### src/rtl/regif_arb_pkg.sv
// regif_arb_pkg: shared types and constants for the REGIF bus arbiter.
//   arb_state_e     one-hot FSM state encoding (5 bits)
//   STAT_LOW        value a non-owner sees on CmdAck / Cmplt / Error
//   SRC_RDY_N_IDLE  value a non-owner sees on the active-low src_rdy_n
package regif_arb_pkg;

  typedef enum logic [4:0] {
    S_IDLE     = 5'b00001,
    S_OFFER_RD = 5'b00010,
    S_OWN_RD   = 5'b00100,
    S_OFFER_WR = 5'b01000,
    S_OWN_WR   = 5'b10000
  } arb_state_e;

  localparam logic STAT_LOW       = 1'b0;
  localparam logic SRC_RDY_N_IDLE = 1'b1;

endpackage

### src/rtl/regif_arb_mux.sv
// regif_arb_mux: combinational owner mux and status gating for the shared
// REGIF master port. No registers: a request dropped by the owning engine
// on CmdAck leaves the shared bus in the same cycle.
//   owner[0]/owner[1]   read / write engine currently owns the bus
//   rd_* / wr_*         engine-side request, address, data and gated status
//   IP2Bus_* / Bus2IP_* shared bus master port
import regif_arb_pkg::*;

module regif_arb_mux (
  input  logic [1:0]  owner,
  input  logic        rd_IP2Bus_MstRd_Req,
  input  logic [31:0] rd_IP2Bus_Mst_Addr,
  output logic        rd_Bus2IP_Mst_CmdAck,
  output logic        rd_Bus2IP_Mst_Cmplt,
  output logic        rd_Bus2IP_Mst_Error,
  output logic        rd_Bus2IP_MstRd_src_rdy_n,
  output logic [31:0] rd_Bus2IP_MstRd_d,
  input  logic        wr_IP2Bus_MstWr_Req,
  input  logic [31:0] wr_IP2Bus_Mst_Addr,
  input  logic [31:0] wr_IP2Bus_MstWr_d,
  output logic        wr_Bus2IP_Mst_CmdAck,
  output logic        wr_Bus2IP_Mst_Cmplt,
  output logic        wr_Bus2IP_Mst_Error,
  output logic        IP2Bus_MstRd_Req,
  output logic        IP2Bus_MstWr_Req,
  output logic [31:0] IP2Bus_Mst_Addr,
  output logic [31:0] IP2Bus_MstWr_d,
  input  logic        Bus2IP_Mst_CmdAck,
  input  logic        Bus2IP_Mst_Cmplt,
  input  logic        Bus2IP_Mst_Error,
  input  logic        Bus2IP_MstRd_src_rdy_n,
  input  logic [31:0] Bus2IP_MstRd_d
);

  assign IP2Bus_MstRd_Req = owner[0] & rd_IP2Bus_MstRd_Req;
  assign IP2Bus_MstWr_Req = owner[1] & wr_IP2Bus_MstWr_Req;
  assign IP2Bus_Mst_Addr  = owner[0] ? rd_IP2Bus_Mst_Addr :
                            owner[1] ? wr_IP2Bus_Mst_Addr : 32'h0;
  assign IP2Bus_MstWr_d   = owner[1] ? wr_IP2Bus_MstWr_d : 32'h0;

  assign rd_Bus2IP_Mst_CmdAck      = owner[0] ? Bus2IP_Mst_CmdAck      : STAT_LOW;
  assign rd_Bus2IP_Mst_Cmplt       = owner[0] ? Bus2IP_Mst_Cmplt       : STAT_LOW;
  assign rd_Bus2IP_Mst_Error       = owner[0] ? Bus2IP_Mst_Error       : STAT_LOW;
  assign rd_Bus2IP_MstRd_src_rdy_n = owner[0] ? Bus2IP_MstRd_src_rdy_n : SRC_RDY_N_IDLE;
  // Read data carries no qualifier of its own; src_rdy_n gating is enough.
  assign rd_Bus2IP_MstRd_d         = Bus2IP_MstRd_d;

  assign wr_Bus2IP_Mst_CmdAck = owner[1] ? Bus2IP_Mst_CmdAck : STAT_LOW;
  assign wr_Bus2IP_Mst_Cmplt  = owner[1] ? Bus2IP_Mst_Cmplt  : STAT_LOW;
  assign wr_Bus2IP_Mst_Error  = owner[1] ? Bus2IP_Mst_Error  : STAT_LOW;

endmodule

### src/rtl/regif_arb.sv
// regif_arb: round-robin owner of the single REGIF master port, shared by
// the read-access and write-access engines.
//
// state      | meaning
// -----------+---------------------------------------------------------
// IDLE       | one cycle after reset release
// OFFER_RD   | rd_my_regif offered, waiting up to OFFER_CYCLES for rd drv
// OWN_RD     | read engine owns the bus until rd_drv_regif falls
// OFFER_WR   | wr_my_regif offered, waiting up to OFFER_CYCLES for wr drv
// OWN_WR     | write engine owns the bus until wr_drv_regif falls
//
// Ports: clk, rst_n (async, active-low); per-engine my_regif grant, drv_regif
// ownership, request/address/data in and gated status out; the shared
// IP2Bus_* / Bus2IP_* port; sticky regif_timeout and regif_proto_err flags.
import regif_arb_pkg::*;

module regif_arb #(
  parameter int OFFER_CYCLES = 4,
  parameter int HOLD_TIMEOUT = 65535,
  parameter int TO_W         = 16
) (
  input  logic        clk,
  input  logic        rst_n,
  output logic        rd_my_regif,
  input  logic        rd_drv_regif,
  input  logic        rd_IP2Bus_MstRd_Req,
  input  logic [31:0] rd_IP2Bus_Mst_Addr,
  output logic        rd_Bus2IP_Mst_CmdAck,
  output logic        rd_Bus2IP_Mst_Cmplt,
  output logic        rd_Bus2IP_Mst_Error,
  output logic        rd_Bus2IP_MstRd_src_rdy_n,
  output logic [31:0] rd_Bus2IP_MstRd_d,
  output logic        wr_my_regif,
  input  logic        wr_drv_regif,
  input  logic        wr_IP2Bus_MstWr_Req,
  input  logic [31:0] wr_IP2Bus_Mst_Addr,
  input  logic [31:0] wr_IP2Bus_MstWr_d,
  output logic        wr_Bus2IP_Mst_CmdAck,
  output logic        wr_Bus2IP_Mst_Cmplt,
  output logic        wr_Bus2IP_Mst_Error,
  output logic        IP2Bus_MstRd_Req,
  output logic        IP2Bus_MstWr_Req,
  output logic [31:0] IP2Bus_Mst_Addr,
  output logic [31:0] IP2Bus_MstWr_d,
  input  logic        Bus2IP_Mst_CmdAck,
  input  logic        Bus2IP_Mst_Cmplt,
  input  logic        Bus2IP_Mst_Error,
  input  logic        Bus2IP_MstRd_src_rdy_n,
  input  logic [31:0] Bus2IP_MstRd_d,
  output logic        regif_timeout,
  output logic        regif_proto_err
);

  localparam int OFF_W = (OFFER_CYCLES > 1) ? $clog2(OFFER_CYCLES) : 1;
  localparam logic [OFF_W-1:0] OFF_LAST = OFF_W'(OFFER_CYCLES - 1);
  localparam logic [TO_W-1:0]  HOLD_LIM = TO_W'(HOLD_TIMEOUT);

  arb_state_e       state;
  logic [OFF_W-1:0] off_cnt;
  logic [TO_W-1:0]  hold_cnt;
  logic [TO_W-1:0]  hold_nxt;
  logic [1:0]       owner;
  logic             rd_allowed;
  logic             wr_allowed;

  assign rd_allowed = (state == S_OFFER_RD) || (state == S_OWN_RD);
  assign wr_allowed = (state == S_OFFER_WR) || (state == S_OWN_WR);

  // Saturating so a stuck owner cannot wrap the count and re-arm the flag.
  assign hold_nxt = (hold_cnt == {TO_W{1'b1}}) ? hold_cnt : hold_cnt + 1'b1;

  // Owner comes straight from the state register, so an async reset
  // drops the shared requests immediately.
  assign owner = {state == S_OWN_WR, state == S_OWN_RD};

  always_ff @(posedge clk or negedge rst_n) begin
    if (!rst_n) begin
      state           <= S_IDLE;
      rd_my_regif     <= 1'b0;
      wr_my_regif     <= 1'b0;
      off_cnt         <= '0;
      hold_cnt        <= '0;
      regif_timeout   <= 1'b0;
      regif_proto_err <= 1'b0;
    end else begin
      if ((rd_drv_regif && !rd_allowed) || (wr_drv_regif && !wr_allowed))
        regif_proto_err <= 1'b1;

      unique case (state)
        S_IDLE: begin
          state       <= S_OFFER_RD;
          rd_my_regif <= 1'b1;
          off_cnt     <= '0;
        end
        S_OFFER_RD: begin
          // Ownership takes priority over an expiring offer.
          if (rd_drv_regif) begin
            state    <= S_OWN_RD;
            hold_cnt <= '0;
            off_cnt  <= '0;
          end else if (off_cnt == OFF_LAST) begin
            state       <= S_OFFER_WR;
            off_cnt     <= '0;
            rd_my_regif <= 1'b0;
            wr_my_regif <= 1'b1;
          end else begin
            off_cnt <= off_cnt + 1'b1;
          end
        end
        S_OWN_RD: begin
          if (!rd_drv_regif) begin
            state       <= S_OFFER_WR;
            off_cnt     <= '0;
            rd_my_regif <= 1'b0;
            wr_my_regif <= 1'b1;
          end else begin
            hold_cnt <= hold_nxt;
            if (hold_nxt >= HOLD_LIM)
              regif_timeout <= 1'b1;
          end
        end
        S_OFFER_WR: begin
          if (wr_drv_regif) begin
            state    <= S_OWN_WR;
            hold_cnt <= '0;
            off_cnt  <= '0;
          end else if (off_cnt == OFF_LAST) begin
            state       <= S_OFFER_RD;
            off_cnt     <= '0;
            wr_my_regif <= 1'b0;
            rd_my_regif <= 1'b1;
          end else begin
            off_cnt <= off_cnt + 1'b1;
          end
        end
        S_OWN_WR: begin
          if (!wr_drv_regif) begin
            state       <= S_OFFER_RD;
            off_cnt     <= '0;
            wr_my_regif <= 1'b0;
            rd_my_regif <= 1'b1;
          end else begin
            hold_cnt <= hold_nxt;
            if (hold_nxt >= HOLD_LIM)
              regif_timeout <= 1'b1;
          end
        end
        default: begin
          state       <= S_IDLE;
          rd_my_regif <= 1'b0;
          wr_my_regif <= 1'b0;
        end
      endcase
    end
  end

  regif_arb_mux u_mux (
    .owner                     (owner),
    .rd_IP2Bus_MstRd_Req       (rd_IP2Bus_MstRd_Req),
    .rd_IP2Bus_Mst_Addr        (rd_IP2Bus_Mst_Addr),
    .rd_Bus2IP_Mst_CmdAck      (rd_Bus2IP_Mst_CmdAck),
    .rd_Bus2IP_Mst_Cmplt       (rd_Bus2IP_Mst_Cmplt),
    .rd_Bus2IP_Mst_Error       (rd_Bus2IP_Mst_Error),
    .rd_Bus2IP_MstRd_src_rdy_n (rd_Bus2IP_MstRd_src_rdy_n),
    .rd_Bus2IP_MstRd_d         (rd_Bus2IP_MstRd_d),
    .wr_IP2Bus_MstWr_Req       (wr_IP2Bus_MstWr_Req),
    .wr_IP2Bus_Mst_Addr        (wr_IP2Bus_Mst_Addr),
    .wr_IP2Bus_MstWr_d         (wr_IP2Bus_MstWr_d),
    .wr_Bus2IP_Mst_CmdAck      (wr_Bus2IP_Mst_CmdAck),
    .wr_Bus2IP_Mst_Cmplt       (wr_Bus2IP_Mst_Cmplt),
    .wr_Bus2IP_Mst_Error       (wr_Bus2IP_Mst_Error),
    .IP2Bus_MstRd_Req          (IP2Bus_MstRd_Req),
    .IP2Bus_MstWr_Req          (IP2Bus_MstWr_Req),
    .IP2Bus_Mst_Addr           (IP2Bus_Mst_Addr),
    .IP2Bus_MstWr_d            (IP2Bus_MstWr_d),
    .Bus2IP_Mst_CmdAck         (Bus2IP_Mst_CmdAck),
    .Bus2IP_Mst_Cmplt          (Bus2IP_Mst_Cmplt),
    .Bus2IP_Mst_Error          (Bus2IP_Mst_Error),
    .Bus2IP_MstRd_src_rdy_n    (Bus2IP_MstRd_src_rdy_n),
    .Bus2IP_MstRd_d            (Bus2IP_MstRd_d)
  );

endmodule

### config.mk
export PLATFORM = sky130hd
export DESIGN_NAME = regif_arb
export DESIGN_NICKNAME = d
export VERILOG_FILES = /design/src/rtl/regif_arb_pkg.sv /design/src/rtl/regif_arb_mux.sv /design/src/rtl/regif_arb.sv
export SDC_FILE = /design/constraint.sdc
export NUM_CORES = 1
export LEC_CHECK = 0
export ABC_CLOCK_PERIOD_IN_PS = 2600
export CAP_MARGIN = 20
export CORE_MARGIN = 4
export CORE_UTILIZATION = 30
export DETAILED_ROUTE_END_ITERATION = 10
export GPL_TIMING_DRIVEN = 0
export MAX_ROUTING_LAYER = met4
export PLACE_DENSITY = 0.86
export SETUP_SLACK_MARGIN = 0.4
export SLEW_MARGIN = 25
export SYNTH_ARGS = -nofsm -noshare
export SYNTH_HDL_FRONTEND = slang
export SYNTH_SLANG_ARGS = --single-unit
### constraint.sdc
create_clock -name clk -period 2.6 [get_ports clk]
set_clock_uncertainty 0.05 [all_clocks]
set_input_delay 0.52 -clock clk [delete_from_list [all_inputs] [get_ports clk]]
set_output_delay 0.52 -clock clk [all_outputs]
set_load 0.05 [all_outputs]
# Yosys cells after proc, flatten, opt, wreduce, memory -nomap -nowiden
# Index checks and enable logic that the tools add are counted.
# classes
n_addsub,2
magnitude_cmp,1
n_eq_ne,19
muxes,45
bitwise,3
n_reduce_logical,16
# ops
op,count
$mux W32,3
$mux W16,5
$pmux W16 S4,1
$mux W5,6
$pmux W5 S5,1
$mux W1,20
$add A16 B1 Y16 const B,1
$eq A16 B16 Y1 const B,1
$ge A16 B16 Y1 const B,1
$ne A2 B2 Y1 const B,8
$mux W2,5
$pmux W1 S5,2
$pmux W2 S5,1
$reduce_and A7 Y1,1
$ne A3 B2 Y1 const B,2
$reduce_and A3 Y1,2
$reduce_and A6 Y1,1
$eq A5 B1 Y1 const B,1
$eq A5 B2 Y1 const B,1
$eq A5 B3 Y1 const B,1
$eq A5 B4 Y1 const B,1
$eq A5 B5 Y1 const B,1
$reduce_and A5 Y1,1
$reduce_bool A5 Y1,1
12 further kinds,18
# totals
ff_bits,27
out_inout_bits,109

# Depth between registers and ports, before layout
# Gate-level depths: netlist of the first run.
# depth
depth_word,6
ltp_mapped,8
ltp_nobuf,7

# By module
# From an unflattened synthesis of the first run, not the netlist that was laid out.
# unflattened
hier_cells,347
hier_area_um2,2807.7
# by_module_without_submodules
mod,instances,cells_each,area_per_inst_um2,seq_area_each_um2
regif_arb,1,228,1916.8,676.9
regif_arb_mux,1,119,890.9,0.0

# Worst setup path before layout of the first run
# No wires, ideal clock.
# synth_path
path_kind,reg-to-output
startpoint,reg state[1]
endpoint,out IP2Bus_MstWr_d[11]
arrival_ps,2120
setup_slack_ps,-90
stages_incl_launch_ff,7
cell_sequence,dfrtp_1 -> buf_2 -> or3_4 -> nor3b_4 -> clkbuf_1 -> clkbuf_1 -> and2_1
# synth_via
elab_chain_len,2
# synth_lines
element,line_no,text
"start, declared",regif_arb.sv:58,arb_state_e state;
"start signal, assigned",regif_arb.sv:78,state <= S_IDLE;
"start signal, assigned",regif_arb.sv:91,state <= S_OFFER_RD;
"start signal, assigned",regif_arb.sv:98,state <= S_OWN_RD;
$eq A5 B5 Y1,regif_arb.sv:74,"assign owner = {state == S_OWN_WR, state == S_OWN_RD};"
$mux W32,regif_arb_mux.sv:39,assign IP2Bus_MstWr_d = owner[1] ? wr_IP2Bus_MstWr_d : 32'h0;
"end, declared",regif_arb.sv:44,"output logic [31:0] IP2Bus_MstWr_d,"
# No other way between the ends.

# Final worst setup path of the first run
# Same ends and word-level chain as after synthesis.

==> report_table.html, run 1 <==
<table>
<tr><th>Metric</th><th>Value</th></tr>
<tr><th colspan="2">Detailed routing</th></tr>
<tr><td>Post-detailed-route DRC marker count</td><td>0</td></tr>
<tr><td>Total number of vias</td><td>3688</td></tr>
<tr><td>Number of search-and-repair iterations in the first detailed-routing pass</td><td>5</td></tr>
<tr><td>Via density per instance</td><td>5.33</td></tr>
<tr><td>Wire length per cell after detailed routing</td><td>22.6 um</td></tr>
<tr><td>Overall routed net length</td><td>15600 um</td></tr>
<tr><td>Final ANT Viol Nets</td><td>0</td></tr>
<tr><td>Iteration-0 DRC Markers</td><td>173</td></tr>
<tr><th colspan="2">Clock tree</th></tr>
<tr><td>Depth of the CTS H-tree</td><td>1</td></tr>
<tr><td>Maximum count of clock buffers along a single path</td><td>2</td></tr>
<tr><td>Clock Sink Count</td><td>27</td></tr>
<tr><td>Hold-fix buffer count after cts</td><td>0</td></tr>
<tr><td>CTS Root Cell</td><td>sky130_fd_sc_hd__clkbuf_8</td></tr>
<tr><td>Clock-pin transition on the worst setup and hold timing paths</td><td>0.10 ns</td></tr>
<tr><td>TritonCTS buffer count</td><td>3</td></tr>
<tr><td>Clock insertion delay at the later pin of the skew report</td><td>approximately 0.28 ns</td></tr>
<tr><td>TritonCTS clock tree</td><td>done</td></tr>
<tr><th colspan="2">Floorplan</th></tr>
<tr><td>Number of top-level design ports</td><td>247</td></tr>
<tr><td>Starting density of the core</td><td>a little under a third</td></tr>
<tr><td>Die Ht</td><td>101 um</td></tr>
<tr><td>Horiz. Die Dim</td><td>101 um</td></tr>
<tr><td>Core Rows</td><td>33</td></tr>
<tr><td>Die Footprint</td><td>0.0102 mm^2</td></tr>
<tr><td>Placeable core region</td><td>approximately 0.0083 mm^2</td></tr>
<tr><th colspan="2">Cells and area</th></tr>
<tr><td>Layout overhead on the synthesized area</td><td>138%</td></tr>
<tr><td>Fill cells</td><td>587</td></tr>
<tr><td># nets final</td><td>727</td></tr>
<tr><td>Fraction of layout instances using a drive strength above 1</td><td>47.3%</td></tr>
<tr><td>Post-layout util</td><td>74.5%</td></tr>
<tr><th colspan="2">Synth</th></tr>
<tr><td>Portion of the post-synthesis area used by sequential elements</td><td>26.0%</td></tr>
<tr><td>Number of flops mapped to enable cells by yosys</td><td>0</td></tr>
<tr><td>Most common flop cell mapped by yosys</td><td>sky130_fd_sc_hd__dfrtp_1</td></tr>
<tr><td>Total of flip-flops plus latches after synthesis</td><td>27</td></tr>
<tr><td>Distinct cell type count of the synthesized netlist</td><td>44</td></tr>
<tr><td>Number of nets in the synthesized netlist</td><td>472</td></tr>
<tr><td>Count of synthesis-stage warnings from yosys</td><td>0</td></tr>
<tr><td>Cell area after synthesis</td><td>between 0.002 and 0.003 mm^2</td></tr>
<tr><td>Synthesized area per cell</td><td>7.85 um^2</td></tr>
<tr><td>Post-synthesis cell count</td><td>332</td></tr>
<tr><td>Async set-or-reset flop fraction in the synthesized netlist</td><td>100%</td></tr>
<tr><th colspan="2">Place</th></tr>
<tr><td>Weighted congestion at the end of routability-driven global placement</td><td>0.979</td></tr>
<tr><td>Post-DP HPWL</td><td>11900 um</td></tr>
<tr><td>Quantity of I/O buffers inserted on ports</td><td>214</td></tr>
<tr><td>Pre-CTS setup slack</td><td>-0.648 ns</td></tr>
<tr><th colspan="2">Critical path</th></tr>
<tr><td>Kind of start point of the critical path</td><td>register</td></tr>
<tr><td>Critical path data required time</td><td>2.03 ns</td></tr>
<tr><td>Critical Path Fanout Max</td><td>7</td></tr>
<tr><td>Critical Setup Path Class</td><td>register to output pin</td></tr>
<tr><td>Crit path arrival time</td><td>a little over 2 ns</td></tr>
<tr><td>Critical Path End Type</td><td>output pin</td></tr>
<tr><th colspan="2">STA</th></tr>
<tr><td>RSZ-0062 raised after global routing</td><td>true</td></tr>
<tr><td>Worst path setup slack after routing</td><td>-0.0260 ns</td></tr>
<tr><td>Minimum clock period after layout</td><td>approximately 2.6 ns</td></tr>
<tr><td>Post-route fraction of the period consumed by the critical path</td><td>101%</td></tr>
<tr><td>Count of final hold-check violations</td><td>0</td></tr>
<tr><td>Max-slew violations</td><td>0</td></tr>
<tr><td>Actual transition at the worst max-transition pin</td><td>between 0.5 and 0.6 ns</td></tr>
<tr><td>Final setup vio count</td><td>20</td></tr>
<tr><td>Highest clock frequency the design can meet</td><td>~380 MHz</td></tr>
<tr><td>Tightest slew margin relative to the limit</td><td>roughly three fifths</td></tr>
<tr><th colspan="2">Job</th></tr>
<tr><td>Max-cap violations</td><td>0</td></tr>
<tr><th colspan="2">Power and ir drop</th></tr>
<tr><td>Overall power after layout</td><td>2.82 mW</td></tr>
<tr><td>Areal power density over the cells</td><td>453 mW/mm^2</td></tr>
<tr><td>Max IR drop VDD</td><td>0.551 mV</td></tr>
<tr><td>Static leakage</td><td>2.78 nW</td></tr>
<tr><th colspan="2">Global routing</th></tr>
<tr><td>Antenna violations before repair</td><td>1</td></tr>
<tr><td>Global-route congestion overflow total</td><td>0</td></tr>
<tr><td>Via count of the first global-routing pass</td><td>3590</td></tr>
<tr><td>First-pass GRT wire length</td><td>roughly 21000 um</td></tr>
<tr><td>All-layer global routing usage</td><td>28.4%</td></tr>
<tr><td>Pin count of the biggest net entering global routing</td><td>28</td></tr>
<tr><th colspan="2">Status</th></tr>
<tr><td>Result of the run</td><td>complete, but fails checks</td></tr>
<tr><td>Violated checks</td><td>negative setup slack</td></tr>
<tr><th colspan="2">Min path</th></tr>
<tr><td>Min-delay worst type</td><td>input port to async pin</td></tr>
</table>
[layout by cell type (no fill, tap or decap), types with 4 or more instances in the layout]
master,count
sky130_fd_sc_hd__o21ai_2,7
sky130_fd_sc_hd__clkbuf_16,7
sky130_fd_sc_hd__buf_2,5
sky130_fd_sc_hd__and2_4,33
sky130_fd_sc_hd__buf_8,36
sky130_fd_sc_hd__dfrtp_1,25
sky130_fd_sc_hd__buf_4,59
sky130_fd_sc_hd__clkbuf_8,6
sky130_fd_sc_hd__clkdlybuf4s50_1,140
sky130_fd_sc_hd__nand2_1,22
sky130_fd_sc_hd__o21ai_0,9
sky130_fd_sc_hd__a22o_4,33
sky130_fd_sc_hd__clkbuf_1,5
sky130_fd_sc_hd__buf_6,48
sky130_fd_sc_hd__nand4_1,9
sky130_fd_sc_hd__xor2_1,4
sky130_fd_sc_hd__a21oi_1,13
sky130_fd_sc_hd__nor2_1,13
sky130_fd_sc_hd__a31oi_1,8
sky130_fd_sc_hd__and4_1,4
sky130_fd_sc_hd__and2_2,7
sky130_fd_sc_hd__o21ai_1,8
sky130_fd_sc_hd__nand3_1,11
sky130_fd_sc_hd__inv_1,4
[kinds of logic (layout without fill, tap and decap cells)]
| family | count (synthesis) | after routing | synth area share, % |
|---|---|---|---|
| other | 0 | 1 | 0 |
| xor gates and xnor gates | 6 | 6 | 2.02 |
| AOI/OAI and AO/OA | 106 | 106 | 28.8 |
| and+or+nand+nor | 124 | 124 | 26.7 |
| adders and majority gates | 2 | 2 | 0.960 |
| muxes | 3 | 3 | 1.25 |
| buffers and inverters | 64 | 318 | 14.3 |
| DFF | 27 | 27 | 26.0 |
[layer usage]
layer | vias up | wire length [um] | global-route usage (%)
met1 | 1761 | 5720 | 34.0
met2 | 202 | 7950 | 48.5
met3 | 36 | 1570 | 7.02
met5 | - | 0 | -
li1 | 1689 | - | -
met4 | 0 | 401 | 5.73
[state kept, by name, indices dropped and copies added (netlist names)]
register and flops:
rd_my_regif 1, off_cnt 2, hold_cnt 16, regif_proto_err 1, state 5, regif_timeout 1, wr_my_regif 1
[what timing repair did]
item | CTS | global route
cloned | 5 | 1
pin swaps | 12 | 14
setup endpoints to repair | 89 | 93
buffers inserted | 14 | 16
resized for setup | 590 | 46
[area by class of cell]
| type | count | area (um^2) | area share, % |
|---|---|---|---|
| Timing Repair Buffer | 250 | 2690 | 43.3 |
| Multi-Input combinational cell | 241 | 2070 | 33.3 |
| Sequential cell | 27 | 678 | 10.9 |
| Buffer | 60 | 577 | 9.28 |
| Tap cell | 105 | 131 | 2.11 |
| Clock buffer | 3 | 41.3 | 0.664 |
| Inverter | 4 | 15.0 | 0.241 |
| Clock inverter | 1 | 7.51 | 0.121 |
| Antenna cell | 1 | 2.50 | 0.0402 |
[synthesized netlist by cell type (9+ instances only)]
cell type	instances	area (um^2)
sky130_fd_sc_hd__buf_2	11	55.1
sky130_fd_sc_hd__a22o_1	36	315
sky130_fd_sc_hd__and2_1	42	263
sky130_fd_sc_hd__dfrtp_1	26	651
sky130_fd_sc_hd__nand3_1	12	60.1
sky130_fd_sc_hd__nor2_1	14	52.6
sky130_fd_sc_hd__buf_4	32	240
sky130_fd_sc_hd__nand4_1	9	56.3
sky130_fd_sc_hd__o21ai_0	24	120
sky130_fd_sc_hd__clkbuf_1	17	63.8
sky130_fd_sc_hd__nand2_1	23	86.3
sky130_fd_sc_hd__a21oi_1	15	75.1
sky130_fd_sc_hd__a31oi_1	9	56.3
[power by group]
group	total, mW	switching (mW)	leakage, nW	internal, mW
Combinational	2.03	1.06	2.40	0.969
Sequential	0.537	0.0466	0.356	0.490
Clock	0.253	0.144	0.0217	0.109
[worst max-delay path, stage by stage (launching register included)]
cell	delay, ns
sky130_fd_sc_hd__dfrtp_1	0.38
sky130_fd_sc_hd__buf_6	0.12
sky130_fd_sc_hd__or3_4	0.34
sky130_fd_sc_hd__nor3b_4	0.22
sky130_fd_sc_hd__buf_6	0.15
sky130_fd_sc_hd__clkbuf_16	0.15
sky130_fd_sc_hd__clkbuf_16	0.13
sky130_fd_sc_hd__and2_4	0.14
sky130_fd_sc_hd__buf_8	0.14
[worst paths after layout]
kind,startpoint,endpoint,slack (ns),cells after the start
hold reg to reg,regif_timeout$_DFFE_PN0P_,regif_timeout$_DFFE_PN0P_,0.43,2
hold / removal,rst_n,regif_timeout$_DFFE_PN0P_,0.18,1
setup reg to reg,state[1]$_DFFE_PN0P_,regif_timeout$_DFFE_PN0P_,0.28,10
setup / recovery,state[1]$_DFFE_PN0P_,IP2Bus_MstWr_d[11],-0.03,8
max in group asynchronous,rst_n,state[4]$_DFFE_PN0P_,1.89,1
min in group clk,regif_timeout$_DFFE_PN0P_,regif_timeout$_DFFE_PN0P_,0.43,2
[through the flow]
step           instances  TNS, ns  area [um^2]  hold WS (ns)
5_1_grt              692    -3.49         6220         0.226
2_1_floorplan        332        0         3010         0.174
4_1_cts              674    -1.61         5940         0.201
3_5_place_dp         651   -40.37         5280         0.413
3_3_place_gp         651   -39.52         5290         0.410
6_report             692   -0.241         6220         0.178
(Power assumes the default switching activity.)
==> run 2: changes to the inputs <==
- CORE_ASPECT_RATIO: unset -> 0.6
==> run 2 against run 1 <==
The flow still finishes with violations (negative setup slack). Clock-buffer cell count stayed put. Final area is 7.9% higher. Register-to-register slack lost 0.24 ns. Clock power increased by 48%. Power rose by 14%. Hold slack gained 0.039 ns. Via count rose by 14%. Die area grew 0.48%. Highest routed layer unchanged.
==> report_table.html, run 2 (synthesis results as in run 1) <==
<table>
<tr><th>Metric</th><th>Value</th></tr>
<tr><th colspan="2">Cells and area</th></tr>
<tr><td>Most common cell after layout, fill and taps aside</td><td>sky130_fd_sc_hd__clkdlybuf4s50_1</td></tr>
<tr><td>Top library cells by usage in the layout, fill and taps aside</td><td>140 x sky130_fd_sc_hd__clkdlybuf4s50_1, 76 x sky130_fd_sc_hd__buf_8, 48 x sky130_fd_sc_hd__buf_4</td></tr>
<tr><td>Most flops, register</td><td>hold_cnt</td></tr>
<tr><td># nets final</td><td>735</td></tr>
<tr><td>Max reg flops</td><td>16</td></tr>
<tr><td>Fill cells</td><td>~420</td></tr>
<tr><td>Final Instance Area</td><td>0.00671 mm^2</td></tr>
<tr><td>Layout overhead on the synthesized area</td><td>157%</td></tr>
<tr><td>Fraction of layout instances using a drive strength above 1</td><td>51.2%</td></tr>
<tr><td>Registers with the most flip-flops</td><td>hold_cnt: 16 flops, state: 5 flops, off_cnt: 2 flops</td></tr>
<tr><th colspan="2">STA</th></tr>
<tr><td>Worst path setup slack after routing</td><td>-0.0946 ns</td></tr>
<tr><td>RSZ-0062 raised after global routing</td><td>true</td></tr>
<tr><td>Minimum clock period after layout</td><td>~2.7 ns</td></tr>
<tr><td>Count of final hold-check violations</td><td>0</td></tr>
<tr><td>Actual transition at the worst max-transition pin</td><td>about 0.75 ns</td></tr>
<tr><td>Final setup vio count</td><td>65</td></tr>
<tr><td>Post-route fraction of the period consumed by the critical path</td><td>104%</td></tr>
<tr><td>Max-slew violations</td><td>0</td></tr>
<tr><td>Highest clock frequency the design can meet</td><td>371 MHz</td></tr>
<tr><td>Tightest slew margin relative to the limit</td><td>a little under 50%</td></tr>
<tr><td>Accumulated negative setup slack</td><td>-4.03 ns</td></tr>
<tr><th colspan="2">Critical path</th></tr>
<tr><td>Critical Setup Path Class</td><td>register to output pin</td></tr>
<tr><td>Worst r2r path cells</td><td>8</td></tr>
<tr><td>Worst-path cell chain</td><td>buf_6, or3_4, nor3b_4, buf_6, clkbuf_16, clkbuf_16, and2_4, buf_8</td></tr>
<tr><td>Crit path arrival time</td><td>2.12 ns</td></tr>
<tr><td>Critical path data required time</td><td>2.03 ns</td></tr>
<tr><td>Critical Path End Type</td><td>output pin</td></tr>
<tr><td>Critical Path Fanout Max</td><td>7</td></tr>
<tr><td>Cell with the largest stage delay on the worst path</td><td>sky130_fd_sc_hd__dfrtp_1</td></tr>
<tr><td>Delay of the slowest cell on the worst path</td><td>0.39 ns</td></tr>
<tr><td>Kind of start point of the critical path</td><td>register</td></tr>
<tr><th colspan="2">Floorplan</th></tr>
<tr><td>Number of top-level design ports</td><td>around 250</td></tr>
<tr><td>Starting density of the core</td><td>30.7%</td></tr>
<tr><td>Horiz. Die Dim</td><td>128 um</td></tr>
<tr><td>Core Rows</td><td>26</td></tr>
<tr><td>Die Footprint</td><td>0.0103 mm^2</td></tr>
<tr><td>Die Ht</td><td>80.2 um</td></tr>
<tr><td>Placeable core region</td><td>0.00849 mm^2</td></tr>
<tr><th colspan="2">Clock tree</th></tr>
<tr><td>Maximum count of clock buffers along a single path</td><td>2</td></tr>
<tr><td>Clock insertion delay at the later pin of the skew report</td><td>0.27 ns</td></tr>
<tr><td>CTS Root Cell</td><td>sky130_fd_sc_hd__clkbuf_16</td></tr>
<tr><td>TritonCTS buffer count</td><td>3</td></tr>
<tr><td>Hold-fix buffer count after cts</td><td>0</td></tr>
<tr><td>TritonCTS clock tree</td><td>done</td></tr>
<tr><td>Clock Sink Count</td><td>27</td></tr>
<tr><td>Depth of the CTS H-tree</td><td>1</td></tr>
<tr><td>Clock-pin transition on the worst setup and hold timing paths</td><td>~0.070 ns</td></tr>
<tr><th colspan="2">Min path</th></tr>
<tr><td>Min-delay worst type</td><td>input port to async pin</td></tr>
<tr><th colspan="2">Place</th></tr>
<tr><td>Pre-CTS setup slack</td><td>-0.691 ns</td></tr>
<tr><td>Weighted congestion at the end of routability-driven global placement</td><td>0.967</td></tr>
<tr><td>Cell Area, Placed</td><td>0.00529 mm^2</td></tr>
<tr><td>Post-DP HPWL</td><td>about 11000 um</td></tr>
<tr><td>Quantity of I/O buffers inserted on ports</td><td>214</td></tr>
<tr><th colspan="2">Power and ir drop</th></tr>
<tr><td>Areal power density over the cells</td><td>478 mW/mm^2</td></tr>
<tr><td>Static leakage</td><td>2.95 nW</td></tr>
<tr><td>Max IR drop VDD</td><td>0.432 mV</td></tr>
<tr><th colspan="2">Detailed routing</th></tr>
<tr><td>Final ANT Viol Nets</td><td>0</td></tr>
<tr><td>Overall routed net length</td><td>19200 um</td></tr>
<tr><td>Via density per instance</td><td>5.94</td></tr>
<tr><td>Wire length per cell after detailed routing</td><td>27.0 um</td></tr>
<tr><td>Iteration-0 DRC Markers</td><td>407</td></tr>
<tr><td>Number of search-and-repair iterations in the first detailed-routing pass</td><td>7</td></tr>
<tr><td>Post-detailed-route DRC marker count</td><td>0</td></tr>
<tr><td>Total number of vias</td><td>roughly 4200</td></tr>
<tr><th colspan="2">Status</th></tr>
<tr><td>Result of the run</td><td>complete, but fails checks</td></tr>
<tr><td>Violated checks</td><td>negative setup slack</td></tr>
<tr><th colspan="2">Global routing</th></tr>
<tr><td>Antenna violations before repair</td><td>2</td></tr>
<tr><td>Global-route congestion overflow total</td><td>0</td></tr>
<tr><td>Pin count of the biggest net entering global routing</td><td>28</td></tr>
<tr><td>All-layer global routing usage</td><td>31.5%</td></tr>
<tr><td>First-pass GRT wire length</td><td>24200 um</td></tr>
<tr><td>Via count of the first global-routing pass</td><td>between 4000 and 5000</td></tr>
<tr><th colspan="2">Job</th></tr>
<tr><td>Max-cap violations</td><td>0</td></tr>
</table>
[run 2: cell count changes in the layout (fill, tap and decap cells not counted), moves of 4 or more]
cell                      delta
sky130_fd_sc_hd__nand2_2     +9
sky130_fd_sc_hd__a21oi_1     -6
sky130_fd_sc_hd__and2_2      -7
sky130_fd_sc_hd__buf_8      +40
sky130_fd_sc_hd__nand2_1    -10
sky130_fd_sc_hd__buf_6      -25
sky130_fd_sc_hd__diode_2     +4
sky130_fd_sc_hd__and2_4      +7
sky130_fd_sc_hd__a21oi_2     +5
sky130_fd_sc_hd__buf_4      -11
[run 2: area by class of cell]
cell class	instances	area, um^2	share of cell area (%)
tap	112	140	2.09
inverter	4	15.0	0.224
multi-input combinational	241	2200	32.8
sequential	27	678	10.1
antenna	5	12.5	0.186
buffer	60	578	8.62
clock inverter	1	5.00	0.0746
clock buffer	3	75.1	1.12
timing repair buffer	258	3000	44.8
[run 2: through the flow]
step                total power, mW  util (%)  hold WS [ns]  cells
detailed placement             2.06      62.3         0.424    658
finish                         3.21      79.0         0.217    711
global route                   3.28      79.0         0.266    710
floorplan                      1.53         -         0.174    332
CTS                            2.93      75.8         0.241    696
global placement               2.03      62.4         0.413    658
[run 2: power by group]
group	switching, mW	internal, mW
registers	0.0650	0.490
clock network	0.165	0.209
logic	1.24	1.04
[run 2: worst max-delay path, delay by kind of cell, from the launching register on]
family | cells | cell delay (ns)
DFF | 1 | 0.39
and+or+nand+nor | 3 | 0.77
buffers and inverters | 5 | 0.69
[run 2: worst paths after layout]
kind / to / slack, ns / startpoint
min in group clk: regif_timeout$_DFFE_PN0P_ / 0.45 / regif_timeout$_DFFE_PN0P_
max reg2reg: regif_timeout$_DFFE_PN0P_ / 0.04 / hold_cnt[2]$_DFFE_PN0P_
min reg2reg: regif_timeout$_DFFE_PN0P_ / 0.45 / regif_timeout$_DFFE_PN0P_
min: hold_cnt[14]$_DFFE_PN0P_ / 0.22 / rst_n
max: IP2Bus_MstWr_d[15] / -0.09 / state[1]$_DFFE_PN0P_
max in group asynchronous: state[4]$_DFFE_PN0P_ / 1.83 / rst_n
[run 2: routing by layer]
metal  vias to the layer above  global-route usage, %  wire length [um]
met1                      1972                   35.7              6350
li1                       1715                      -                 -
met2                       397                   52.9              9370
met3                       138                   7.57              2040
met4                         0                   14.8              1420
met5                         -                      -                 0
[run 2: what timing repair did]
item                                    4_1_cts  5_1_grt
buffers inserted                             24        7
resized for setup                           687       40
pin swaps                                    55       21
gates cloned                                 10        3
endpoints found under the setup margin       92       96
==> run 3: changes to the inputs <==
- ABC_CLOCK_PERIOD_IN_PS: 2600 -> 3350
- clock period: 2.6 -> 3.35 ns (I/O delays scaled with it)
==> run 3 against run 2 <==
Register-to-register slack gained 0.71 ns. Global-route usage shrank 3.8 points. Critical endpoint is now IP2Bus_Mst_Addr[7]. Via count shrank 14%. Core utilization shrank 20 points. Critical path depth shrank 2. Non-clock buffer count shrank 38. Die area is the same. Final area shrank 25%. The run now ends clean. Critical path type unchanged.
==> report_table.html, run 3 (synthesis results as in run 1) <==
<table>
<tr><th>Metric</th><th>Value</th></tr>
<tr><th colspan="2">Min path</th></tr>
<tr><td>Min-delay worst type</td><td>input port to async pin</td></tr>
<tr><th colspan="2">Global routing</th></tr>
<tr><td>Antenna violations before repair</td><td>4</td></tr>
<tr><td>First-pass GRT wire length</td><td>between 20000 and 25000 um</td></tr>
<tr><td>Via count of the first global-routing pass</td><td>3343</td></tr>
<tr><td>Global-route congestion overflow total</td><td>0</td></tr>
<tr><td>All-layer global routing usage</td><td>27.7%</td></tr>
<tr><td>Pin count of the biggest net entering global routing</td><td>28</td></tr>
<tr><th colspan="2">Clock tree</th></tr>
<tr><td>CTS Root Cell</td><td>sky130_fd_sc_hd__clkbuf_16</td></tr>
<tr><td>TritonCTS clock tree</td><td>done</td></tr>
<tr><td>Clock-pin transition on the worst setup and hold timing paths</td><td>approximately 0.080 ns</td></tr>
<tr><td>Maximum count of clock buffers along a single path</td><td>2</td></tr>
<tr><td>Clock Sink Count</td><td>27</td></tr>
<tr><td>Hold-fix buffer count after cts</td><td>0</td></tr>
<tr><td>Clock insertion delay at the later pin of the skew report</td><td>0.28 ns</td></tr>
<tr><td>TritonCTS buffer count</td><td>3</td></tr>
<tr><td>Depth of the CTS H-tree</td><td>1</td></tr>
<tr><th colspan="2">Detailed routing</th></tr>
<tr><td>Wire length per cell after detailed routing</td><td>22.2 um</td></tr>
<tr><td>Post-detailed-route DRC marker count</td><td>0</td></tr>
<tr><td>Iteration-0 DRC Markers</td><td>around 500</td></tr>
<tr><td>Overall routed net length</td><td>~15000 um</td></tr>
<tr><td>Total number of vias</td><td>3651</td></tr>
<tr><td>Number of search-and-repair iterations in the first detailed-routing pass</td><td>5</td></tr>
<tr><td>Final ANT Viol Nets</td><td>0</td></tr>
<tr><td>Via density per instance</td><td>~5.4</td></tr>
<tr><th colspan="2">Power and ir drop</th></tr>
<tr><td>Areal power density over the cells</td><td>366 mW/mm^2</td></tr>
<tr><td>Static leakage</td><td>2.22 nW</td></tr>
<tr><td>Max IR drop VDD</td><td>~0.50 mV</td></tr>
<tr><th colspan="2">Floorplan</th></tr>
<tr><td>Starting density of the core</td><td>between 30 and 40%</td></tr>
<tr><td>Horiz. Die Dim</td><td>128 um</td></tr>
<tr><td>Die Ht</td><td>80.2 um</td></tr>
<tr><td>Number of top-level design ports</td><td>247</td></tr>
<tr><td>Placeable core region</td><td>about 0.0085 mm^2</td></tr>
<tr><td>Die Footprint</td><td>0.0103 mm^2</td></tr>
<tr><td>Core Rows</td><td>26</td></tr>
<tr><th colspan="2">STA</th></tr>
<tr><td>Worst hold margin</td><td>0.373 ns</td></tr>
<tr><td>Actual transition at the worst max-transition pin</td><td>0.668 ns</td></tr>
<tr><td>Tightest slew margin relative to the limit</td><td>about 55%</td></tr>
<tr><td>Max-slew violations</td><td>0</td></tr>
<tr><td>Highest clock frequency the design can meet</td><td>between 300 and 400 MHz</td></tr>
<tr><td>Minimum clock period after layout</td><td>a little under 3 ns</td></tr>
<tr><td>Post-route fraction of the period consumed by the critical path</td><td>approximately 90%</td></tr>
<tr><td>Count of final hold-check violations</td><td>0</td></tr>
<tr><td>Final setup vio count</td><td>0</td></tr>
<tr><td>RSZ-0062 raised after global routing</td><td>true</td></tr>
<tr><th colspan="2">Place</th></tr>
<tr><td>Cell Area, Placed</td><td>approximately 0.0049 mm^2</td></tr>
<tr><td>Number of cells in the design after placement</td><td>approximately 660</td></tr>
<tr><td>Post-DP HPWL</td><td>12500 um</td></tr>
<tr><td>Weighted congestion at the end of routability-driven global placement</td><td>1.08</td></tr>
<tr><td>Quantity of I/O buffers inserted on ports</td><td>214</td></tr>
<tr><th colspan="2">Cells and area</th></tr>
<tr><td>Fraction of layout instances using a drive strength above 1</td><td>27.2%</td></tr>
<tr><td>Most flops, register</td><td>hold_cnt</td></tr>
<tr><td>Max reg flops</td><td>16</td></tr>
<tr><td>Fill cells</td><td>757</td></tr>
<tr><td>Final Instance Area</td><td>0.00503 mm^2</td></tr>
<tr><td>Top library cells by usage in the layout, fill and taps aside</td><td>140 x sky130_fd_sc_hd__clkdlybuf4s50_1, 62 x sky130_fd_sc_hd__buf_4, 38 x sky130_fd_sc_hd__and2_1</td></tr>
<tr><td>Layout overhead on the synthesized area</td><td>93.0%</td></tr>
<tr><td>Most common cell after layout, fill and taps aside</td><td>sky130_fd_sc_hd__clkdlybuf4s50_1</td></tr>
<tr><td>Area used by sequential logic in the layout</td><td>between 600 and 700 um^2</td></tr>
<tr><td># nets final</td><td>697</td></tr>
<tr><td>Registers with the most flip-flops</td><td>hold_cnt: 16 flops, state: 5 flops, off_cnt: 2 flops</td></tr>
<tr><td>Post-route non-filler standard cell count</td><td>673</td></tr>
<tr><td>Area of the multi-input gates</td><td>between 0.0015 and 0.002 mm^2</td></tr>
<tr><th colspan="2">Critical path</th></tr>
<tr><td>Delay of the slowest cell on the worst path</td><td>0.47 ns</td></tr>
<tr><td>Worst r2r path cells</td><td>9</td></tr>
<tr><td>Worst reg2reg endpoint</td><td>hold_cnt[10]$_DFFE_PN0P_</td></tr>
<tr><td>Critical Setup Path Class</td><td>register to output pin</td></tr>
<tr><td>Crit path arrival time</td><td>2.23 ns</td></tr>
<tr><td>Worst R2R Start</td><td>state[0]$_DFFE_PN1P_</td></tr>
<tr><td>Critical path data required time</td><td>2.63 ns</td></tr>
<tr><td>Kind of start point of the critical path</td><td>register</td></tr>
<tr><td>Critical Path Fanout Max</td><td>10</td></tr>
<tr><td>Setup slack on the worst flop-to-flop path</td><td>0.75 ns</td></tr>
<tr><td>Most numerous cell on the critical path</td><td>sky130_fd_sc_hd__buf_4</td></tr>
<tr><td>Worst-path cell chain</td><td>or3_4, nor3b_2, buf_6, buf_4, a22o_1, buf_4</td></tr>
<tr><td>Critical Path End Type</td><td>output pin</td></tr>
<tr><td>Cell with the largest stage delay on the worst path</td><td>sky130_fd_sc_hd__dfrtp_2</td></tr>
<tr><th colspan="2">Job</th></tr>
<tr><td>Max-cap violations</td><td>0</td></tr>
<tr><th colspan="2">Status</th></tr>
<tr><td>Result of the run</td><td>finished, final reports clean</td></tr>
</table>
==> run 3: power breakdown <==
group          internal [mW]  switching, mW
logic                  0.461          0.664
clock network          0.163          0.134
registers              0.381         0.0400
total                   1.00          0.838
==> run 3: final cells by class <==
class,instances,share of cell area [%]
Antenna cell,5,0.249
Buffer,60,8.25
Clock buffer,3,1.49
Clock inverter,1,0.149
Inverter,4,0.298
Multi-Input combinational cell,241,31.3
Sequential cell,27,13.5
Tap cell,112,2.78
Timing Repair Buffer,220,42.0
==> run 3: what timing repair did <==
action                                  CTS  global route
endpoints found under the setup margin   73            72
pin swaps                                 1             1
buffers inserted                          4             2
resized for setup                       423            88
==> run 3: stage by stage <==
step | total power [mW] | TNS, ns | setup slack [ns] | utilization, %
detailed placement | 1.51 | -17.19 | -0.522 | 57.5
global placement | 1.49 | -13.44 | -0.451 | 57.6
floorplan | 1.11 | 0 | 0.510 | -
CTS | 1.80 | 0 | 0.310 | 56.7
finish | 1.84 | 0 | 0.399 | 59.3
global route | 1.93 | 0 | 0.348 | 59.3
==> run 3: per-layer routing <==
metal | up-vias | GRT usage (%) | part of all wire (%)
met4 | 0 | 17.1 | 6.1
met1 | 1722 | 32.9 | 38
li1 | 1635 | - | -
met3 | 64 | 5.12 | 7.5
met2 | 230 | 44.0 | 49
met5 | - | - | 0
==> run 3: how the worst max path moves through the flow <==
stage                               from                  to
floorplan           state[1]$_DFFE_PN0P_  IP2Bus_MstWr_d[11]
global placement    state[1]$_DFFE_PN0P_  IP2Bus_MstWr_d[17]
detailed placement  state[1]$_DFFE_PN0P_  IP2Bus_MstWr_d[17]
CTS                 state[1]$_DFFE_PN0P_  IP2Bus_MstWr_d[17]
global route        state[4]$_DFFE_PN0P_  IP2Bus_Mst_Addr[5]
finish              state[4]$_DFFE_PN0P_  IP2Bus_Mst_Addr[7]
==> run 3: worst max-delay path: cells and delay by family (launching register included) <==
family,cells,cell delay [ns]
AOI/OAI and AO/OA,1,0.18
buffers and inverters,3,0.60
DFF,1,0.47
and+or+nand+nor,2,0.69
